`src/rtl/pixel_writer.sv`:
```
// Pixel writer: clips incoming pixel coordinates against the raster, turns
// in-bounds pixels into {address,color} entries, queues them and drains the
// queue to memory through a simple request/accept write port.
//
//   state   | meaning
//   --------+---------------------------------------------------------------
//   S_IDLE  | no write presented; waits for the queue to become non-empty
//   S_WRITE | queue head driven on wr_addr/wr_data with wr_ena high
module pixel_writer #(
  parameter int BITS_RES    = 12,
  parameter int ADDR_W      = 20,
  parameter int SCREEN_W    = 1024,
  parameter int SCREEN_H    = 1024,
  parameter int FIFO_DEPTH  = 8,
  parameter int PAUSE_LEVEL = FIFO_DEPTH - 2
) (
  input  logic                       clk,
  input  logic                       reset,
  input  logic                       enable,
  input  logic                       pixel_data_rdy,
  input  logic signed [BITS_RES-1:0] X_coord,
  input  logic signed [BITS_RES-1:0] Y_coord,
  input  logic [7:0]                 color,
  input  logic [ADDR_W-1:0]          base_addr,
  output logic                       ena_pause,
  output logic                       wr_ena,
  input  logic                       wr_ready,
  output logic [ADDR_W-1:0]          wr_addr,
  output logic [7:0]                 wr_data,
  output logic                       busy,
  output logic [15:0]                pix_written,
  output logic [15:0]                pix_clipped,
  output logic                       overflow
);

  localparam int PW = $clog2(FIFO_DEPTH);
  localparam int CW = PW + 1;
  localparam int EW = ADDR_W + 8;

  typedef enum logic {S_IDLE, S_WRITE} state_t;

  state_t              state_q, state_d;
  logic [EW-1:0]       mem_q [FIFO_DEPTH];
  logic [PW-1:0]       wr_ptr_q, rd_ptr_q, rd_nxt;
  logic [CW-1:0]       cnt_q, cnt_d;
  logic                wr_ena_q, wr_ena_d;
  logic [ADDR_W-1:0]   wr_addr_q, wr_addr_d;
  logic [7:0]          wr_data_q, wr_data_d;
  logic                ena_pause_q;
  logic [15:0]         pix_written_q, pix_clipped_q;
  logic                overflow_q;

  logic signed [31:0]  x_s, y_s;
  logic [31:0]         lin;
  logic                accept, in_bnd, full, push, drop, clip;
  logic                pop_req, pop_fire;
  logic [EW-1:0]       entry;

  // Coordinates are sign-extended so the bounds test is a plain signed compare.
  assign x_s    = 32'(X_coord);
  assign y_s    = 32'(Y_coord);
  assign in_bnd = (x_s >= 0) && (y_s >= 0) && (x_s < SCREEN_W) && (y_s < SCREEN_H);
  assign lin    = 32'(y_s * SCREEN_W + x_s);
  assign entry  = {base_addr + ADDR_W'(lin), color};

  assign accept   = enable && pixel_data_rdy;
  assign full     = (cnt_q == CW'(FIFO_DEPTH));
  assign pop_fire = enable && pop_req;
  // A push into a full queue still succeeds when the head leaves in the same cycle.
  assign push     = accept && in_bnd && (!full || pop_fire);
  assign drop     = accept && in_bnd && full && !pop_fire;
  assign clip     = accept && !in_bnd;
  assign rd_nxt   = rd_ptr_q + 1'b1;

  // Occupancy update from push/pop pair.
  always_comb begin
    cnt_d = cnt_q;
    case ({push, pop_fire})
      2'b10:   cnt_d = cnt_q + 1'b1;
      2'b01:   cnt_d = cnt_q - 1'b1;
      default: cnt_d = cnt_q;
    endcase
  end

  // Queue storage; contents need no reset because the pointers define validity.
  always_ff @(posedge clk) begin
    if (push) mem_q[wr_ptr_q] <= entry;
  end

  // Queue pointers, occupancy, pause flag and status counters.
  always_ff @(posedge clk or negedge reset) begin
    if (!reset) begin
      wr_ptr_q      <= '0;
      rd_ptr_q      <= '0;
      cnt_q         <= '0;
      ena_pause_q   <= 1'b0;
      pix_written_q <= '0;
      pix_clipped_q <= '0;
      overflow_q    <= 1'b0;
    end else if (enable) begin
      if (push)     wr_ptr_q <= wr_ptr_q + 1'b1;
      if (pop_fire) rd_ptr_q <= rd_nxt;
      cnt_q       <= cnt_d;
      ena_pause_q <= (cnt_q >= CW'(PAUSE_LEVEL));
      if (pop_fire && (pix_written_q != 16'hFFFF)) pix_written_q <= pix_written_q + 16'd1;
      if (clip && (pix_clipped_q != 16'hFFFF))     pix_clipped_q <= pix_clipped_q + 16'd1;
      if (drop)     overflow_q <= 1'b1;
    end
  end

  // Output-stage next state: present head, pop on accept, chain to next entry.
  always_comb begin
    state_d   = state_q;
    wr_ena_d  = wr_ena_q;
    wr_addr_d = wr_addr_q;
    wr_data_d = wr_data_q;
    pop_req   = 1'b0;
    case (state_q)
      S_IDLE: begin
        if (cnt_q != '0) begin
          state_d                = S_WRITE;
          wr_ena_d               = 1'b1;
          {wr_addr_d, wr_data_d} = mem_q[rd_ptr_q];
        end
      end
      S_WRITE: begin
        if (wr_ready) begin
          pop_req = 1'b1;
          // Only chain when an entry behind the head already exists; a pixel
          // pushed in this same cycle is picked up from IDLE next cycle.
          if (cnt_q > CW'(1)) begin
            {wr_addr_d, wr_data_d} = mem_q[rd_nxt];
          end else begin
            state_d  = S_IDLE;
            wr_ena_d = 1'b0;
          end
        end
      end
      default: begin
        state_d  = S_IDLE;
        wr_ena_d = 1'b0;
      end
    endcase
  end

  // Output-stage registers; held while enable is low.
  always_ff @(posedge clk or negedge reset) begin
    if (!reset) begin
      state_q   <= S_IDLE;
      wr_ena_q  <= 1'b0;
      wr_addr_q <= '0;
      wr_data_q <= '0;
    end else if (enable) begin
      state_q   <= state_d;
      wr_ena_q  <= wr_ena_d;
      wr_addr_q <= wr_addr_d;
      wr_data_q <= wr_data_d;
    end
  end

  assign ena_pause   = ena_pause_q;
  assign wr_ena      = wr_ena_q;
  assign wr_addr     = wr_addr_q;
  assign wr_data     = wr_data_q;
  assign pix_written = pix_written_q;
  assign pix_clipped = pix_clipped_q;
  assign overflow    = overflow_q;
  assign busy        = (cnt_q != '0) || wr_ena_q;

endmodule

```
`config.mk`:
```
export PLATFORM = sky130hd
export DESIGN_NAME = pixel_writer
export DESIGN_NICKNAME = d
export VERILOG_FILES = /design/src/rtl/pixel_writer.sv
export SDC_FILE = /design/constraint.sdc
export NUM_CORES = 1
export LEC_CHECK = 0
export CORE_MARGIN = 5
export CORE_UTILIZATION = 50
export DETAILED_ROUTE_END_ITERATION = 7
export PLACE_DENSITY = 0.7
export SLEW_MARGIN = 10
export SYNTH_ARGS = -nofsm -noshare
export SYNTH_HDL_FRONTEND = slang
export SYNTH_SLANG_ARGS = --single-unit
```
`constraint.sdc`:
```
create_clock -name clk -period 5.1 [get_ports clk]
set_input_delay 0.765 -clock clk [delete_from_list [all_inputs] [get_ports clk]]
set_output_delay 0.765 -clock clk [all_outputs]
set_load 0.005 [all_outputs]
```
==> results of run 1 <==
==> report_power, final <==
group	switching (mW)	leakage, nW	total [mW]	internal (mW)
clock	0.917	0.501	2.30	1.38
sequential	0.256	2.95	3.20	2.95
combinational	1.66	2.73	3.55	1.89
total	2.83	6.18	9.05	6.22
==> Yosys cell counts (2+ instances only) <==
cell type,number,share of area (%)
a21o_1,6,0.31
a21oi_1,21,0.72
a311oi_1,2,0.12
a31oi_1,4,0.17
a41oi_2,2,0.22
and2_1,3,0.13
and3_1,12,0.51
and4_1,4,0.24
buf_2,24,0.82
buf_4,10,0.51
buf_6,3,0.23
clkbuf_1,8,0.20
dfrtp_1,74,13
edfxtp_1,224,46
fa_1,10,1.4
ha_1,36,3.1
inv_1,17,0.44
mux2_2,3,0.23
mux2i_1,57,3.9
mux4_2,112,17
nand2_1,69,1.8
nand2b_1,2,0.085
nand3_1,19,0.65
nand4_1,9,0.38
nor2_1,24,0.61
nor2b_1,3,0.13
nor3_1,9,0.31
nor4_1,4,0.17
o211ai_1,3,0.15
o21a_1,4,0.20
o21ai_0,11,0.38
o21bai_1,2,0.10
o221ai_1,27,1.6
or3_1,2,0.085
xnor2_1,39,2.3
xor2_1,11,0.66
==> stage by stage <==
stage | setup slack (ps) | power (mW) | utilization (%)
floorplan | 298 | 5.83 | -
global placement | 851 | 6.80 | 56.5
detailed placement | 782 | 6.85 | 56.5
CTS | 1340 | 9.16 | 60.1
global route | 1000 | 9.55 | 60.1
finish | 1330 | 9.05 | 60.1
==> worst max-delay path, stage by stage <==
cell	delay [ps]
clkdlybuf4s50_1	900
fa_1	520
ha_1	460
a21oi_1	140
o21ai_0	300
nor2_1	90
nor2_1	90
a21oi_1	50
a311oi_1	690
==> cells by family after synthesis <==
family          count (synthesis)  share of synthesized area (%)
flops                         298                           58.5
mux                           172                           21.3
simple gates                  170                           5.75
compound gates                 94                           4.64
buf+inv                        63                           2.23
xor+xnor                       51                           3.10
fa+ha+maj                      46                           4.44
==> layer usage <==
| layer | vias to the layer above | share of wire (%) | wire length (µm) |
|---|---|---|---|
| met5 | - | 0 | 0 |
| met4 | 0 | 1.2 | 393 |
| met3 | 35 | 5.6 | 1820 |
| met2 | 255 | 50 | 16200 |
| met1 | 4453 | 43 | 13900 |
| li1 | 3843 | - | - |
==> flip-flops by register name (all words and copies together), names as in the netlist <==
signal,flops
wr_ptr_q,3
wr_ena,1
overflow,1
ena_pause,1
cnt_q,4
pix_written,16
wr_addr,20
mem_q,224
wr_data,8
pix_clipped,16
rd_ptr_q,3
state_q,1
==> area by class of cell <==
type                    instances  area, µm²  area share (%)
clock buffers                  33        762            4.39
multi-input cells             533       5820            33.5
inverters                      17       63.8           0.368
well taps                     384        480            2.77
flip-flops and latches        298       8580            49.5
clock inverters                23        283            1.63
repair buffers                139       1370            7.87
==> cells in the final DEF, fill, tap and decap left out, types with 11 or more instances in the layout <==
cell,count
xor2_1,11
nor2_1,21
nand3_1,19
o221ai_1,27
nand2_1,69
ha_1,35
mux4_2,112
clkbuf_16,30
xnor2_1,39
and3_1,12
a21oi_1,21
clkdlybuf4s50_1,119
dfrtp_1,71
inv_1,17
edfxtp_1,224
o21ai_0,11
mux2i_1,57
buf_4,18
==> worst paths after layout <==
check                             from  cells after the start  slack (ps)            to
setup / recovery           X_coord[11]                      9        1330  mem_q[3][24]
hold / removal                   reset                      1         220      cnt_q[3]
setup reg to reg           rd_ptr_q[0]                      6        1690   wr_addr[13]
hold reg to reg            wr_addr[19]                      2         490   wr_addr[19]
max in group asynchronous        reset                      2        3860   rd_ptr_q[0]
min in group clk           wr_addr[19]                      2         490   wr_addr[19]
==> impl_results.md, run 1 <==
- Status: finished, final reports clean
- DRT Pass-1 Iters: 5
- Max Root-Sink Buffers: 3
- WP data required: 5320 ps
- Tot GR Track Use: 19.5%
- H-tree levels: 1
- Async set or reset register ratio after synthesis: 24.8%
- Placed cells: 1371
- Final Non-Filler Cells: 1427
- Setup Buffers After CTS: 0
- DR WL/cell: 22.6 µm
- Syn. warnings: 0
- Post-Syn Area: 14700 µm²
- Slew headroom: 36.4%
- Power Density: 522 nW/µm²
- First-pass GRT wire length: 50.8 mm
- Die area: 32800 µm²
- NumNets Final: 1122
- CTS sink cnt: 298
- Post-layout instance area: 17400 µm²
- Maximum fanout along the worst path: 10
- Initial DRC count: 670
- Total CTS buffers: 30
- Global route overflow: 0
- Starting Density: 50.8%
- Hold-fix buffers, CTS: 0
- Setup TNS: 0 ps
- Yosys cell types: 60
- TritonCTS clock tree: yes
- Layout cells sized above 1: 19.9%
- Final Hold Viols: 0
- Skew final: 25.2 ps
- Top Usage Layer GRT: met2
- Ant diodes: 0
- Largest net degree at the start of global routing: 58
- Max-cap violation count: 0
- CP Launch Type: primary input
- Seq cells post-synth: 298
- IO Count: 121
- Final worst-path cycle share: 74.0%
- Min Clock Period, post-route: 3770 ps
- Worst Path Arrival: 4000 ps
- VDD IR-drop max: 0.377 mV
- Layout area overhead: 18.4%
- PortBufs: 120
- Clock transition at path regs: 60 ps
- Core ar.: 28900 µm²
- Via-to-Cell Ratio: 6.02
- Antenna violations before repair: 0
- Die extent in x: 181 µm
- # fillers: 2165
- Root buf cell: clkbuf_16
- GR Util met2: 33.3%
- Gate Count Post-Synth: 894
- Post-place instance area: 16300 µm²
- Sequential area share after synthesis: 58.5%
- Worst-Margin Slew: 953 ps
- Routed via count: 8586
- HP Class: primary input to asynchronous set/reset pin
- Hpwl dp: 19.9 mm
- LEAKAGE: 6.18 nW
- Routed Antenna Nets: 0
- Number of synthesized flops with an enable pin: 224
- FP Rows: 62
- Crit path kind: primary input to register
- Clk_lat worst skew: 560 ps
- Hold_ws: 218 ps
- DRC violations left: 0
- Fmax: 265 MHz
- Vias in the first global route: 8980
- Ys flop type: edfxtp_1
- Setup violators final: 0
- Die height: 181 µm
- Met1 Usage GRT: 27.7%
- Met3 Use GR: 2.31%
- Syn Nets: 997
- WL final: 32.3 mm
- Routability cong.: 0.823
- Avg Inst Size Synth: 16.4 µm²
- Crit. End Element: register
- Max-slew violations: 0
- Cts repair resizes: 0
- RSZ-0062 raised after global routing: false
(Power assumes the default switching activity.)
==> run 2: changes to the inputs <==
- clock period: 5.1 -> 3.65 ns (I/O delays scaled with it)
==> run 2 against run 1 <==
Effect of this change:
- critical path depth up 2
- via count up 0.17%
- sequential share of layout area down 0.61 points
- highest routed layer unchanged
- critical path type unchanged
- clock power up 32%
- worst hold slack better by 180 ps
- wire length down 1.3%
- utilization up 0.75 points
- global-route usage about the same
- die area unchanged
==> impl_results.md, run 2 (synthesized netlist as in run 1, its figures left out) <==
- Max-slew violations: 0
- Clk_lat worst skew: 550 ps
- Fmax: 310 MHz
- PortBufs: 120
- Max Root-Sink Buffers: 3
- Layout cells sized above 1: 20.8%
- CP cell instances: clkdlybuf4s50_1, ha_1, ha_1, inv_1, fa_1, nor2b_1, o2111ai_1, a21oi_1, nor2b_1, o311ai_1, xor2_1
- RSZ-0062 raised after global routing: false
- Critical Path Max Stage Delay: 570 ps
- Worst Path Arrival: 3480 ps
- Worst Setup Slack post-DPL: -122 ps
- Commonest non-fill, non-tap cell in the layout: edfxtp_1
- Placed cells: 1390
- Skew final: 15.4 ps
- Initial DRC count: 629
- First-pass GRT wire length: 51.0 mm
- TritonCTS clock tree: yes
- Post-layout utilization of the core: 60.9%
- Power Density: 713 nW/µm²
- Critical path origin: X_coord[1]
- Worst-Margin Slew: 892 ps
- WP data required: 3900 ps
- Pwr Total: 12.5 mW
- Max-cap violation count: 0
- Maximum fanout along the worst path: 8
- IO Count: 121
- RR Endpoint: wr_addr[2]
- WL final: 31.9 mm
- Routed via count: 8601
- Post-layout instance area: 17600 µm²
- Cts repair resizes: 0
- Vias in the first global route: 8996
- Total CTS buffers: 30
- Starting Density: 50.8%
- DRC violations left: 0
- R2R cell count: 6
- Final Hold Viols: 0
- Max reg flops: 224
- FP Rows: 62
- Tot GR Track Use: 19.6%
- H-tree levels: 1
- Slew headroom: 40.5%
- Most frequent cells in the layout: edfxtp_1 (224), clkdlybuf4s50_1 (119), mux4_2 (112)
- Final worst-path cycle share: 88.4%
- VDD IR-drop max: 0.579 mV
- LEAKAGE: 6.28 nW
- Final Non-Filler Cells: 1446
- Core ar.: 28900 µm²
- Min Clock Period, post-route: 3230 ps
- Crit. End Element: register
- Status: finished, final reports clean
- Global route overflow: 0
- Routability cong.: 0.795
- DRT Pass-1 Iters: 5
- Largest net degree at the start of global routing: 114
- Die height: 181 µm
- Crit. path cell count: 11
- R2r startpoint: cnt_q[0]
- HP Class: primary input to asynchronous set/reset pin
- CTS sink cnt: 298
- Antenna violations before repair: 0
- Die area: 32800 µm²
- Buf/Inv on CP: 2
- Setup TNS: 0 ps
- Hold_ws: 394 ps
- Routed Antenna Nets: 0
- NumNets Final: 1142
- Clock transition at path regs: 60 ps
- Ant diodes: 0
- FF-to-FF setup slack: 1250 ps
- Layout area overhead: 19.9%
- DR WL/cell: 22.1 µm
- Slowest stage cell, crit path: xor2_1
- Crit path kind: primary input to register
- Hpwl dp: 19.3 mm
- Top reg by flops: mem_q
- Post-place instance area: 16600 µm²
- Via-to-Cell Ratio: 5.95
- Cell family with most CP delay: adder cells
- Final worst slack: 423 ps
- Die extent in x: 181 µm
- CP Launch Type: primary input
- Critical Path End: mem_q[5][25]
- Root buf cell: clkbuf_16
- Setup violators final: 0
-- run 2: cell count changes in the layout (fill, tap and decap cells not counted), moves of 3 or more --
cell	previous run	this run
clkinvlp_4	3	0
bufinv_16	6	3
clkbuf_1	3	6
buf_4	18	28
clkbuf_8	0	3
buf_12	2	11
-- run 2: final cells by class --
class                      instances  area [µm²]
inverter                          17        63.8
multi-input combinational        533        5830
clock inverter                    15         144
tap                              384         480
fill                            2144       11300
clock buffer                      40         840
sequential                       298        8580
timing repair buffer             159        1630
-- run 2: what timing repair did --
| item | 4_1_cts | 5_1_grt |
|---|---|---|
| buffers inserted | 0 | 0 |
| endpoints found under the hold margin | 13 | 0 |
| hold buffers | 1 | 0 |
-- run 2: layer usage --
metal,global-route usage [%],part of all wire (%),vias to the layer above,wire (µm)
met5,0,0,-,0
met4,4.14,1.5,0,481
met3,2.17,5.8,38,1850
met2,34.2,51,236,16400
met1,26.9,41,4443,13200
li1,-,-,3884,-
-- run 2: how the worst min path moves through the flow --
stage | startpoint | end | slack, ps | cells after the start
floorplan | reset | cnt_q[0] | 250 | 0
global placement | reset | cnt_q[3] | 410 | 1
detailed placement | reset | cnt_q[3] | 410 | 1
CTS | reset | cnt_q[3] | 380 | 2
global route | reset | cnt_q[3] | 390 | 2
finish | reset | cnt_q[1] | 390 | 2
-- run 2: power breakdown --
| part | internal (mW) | switching (mW) |
|---|---|---|
| combinational | 2.73 | 2.35 |
| sequential | 4.12 | 0.300 |
| clock | 1.81 | 1.21 |
| total | 8.66 | 3.86 |
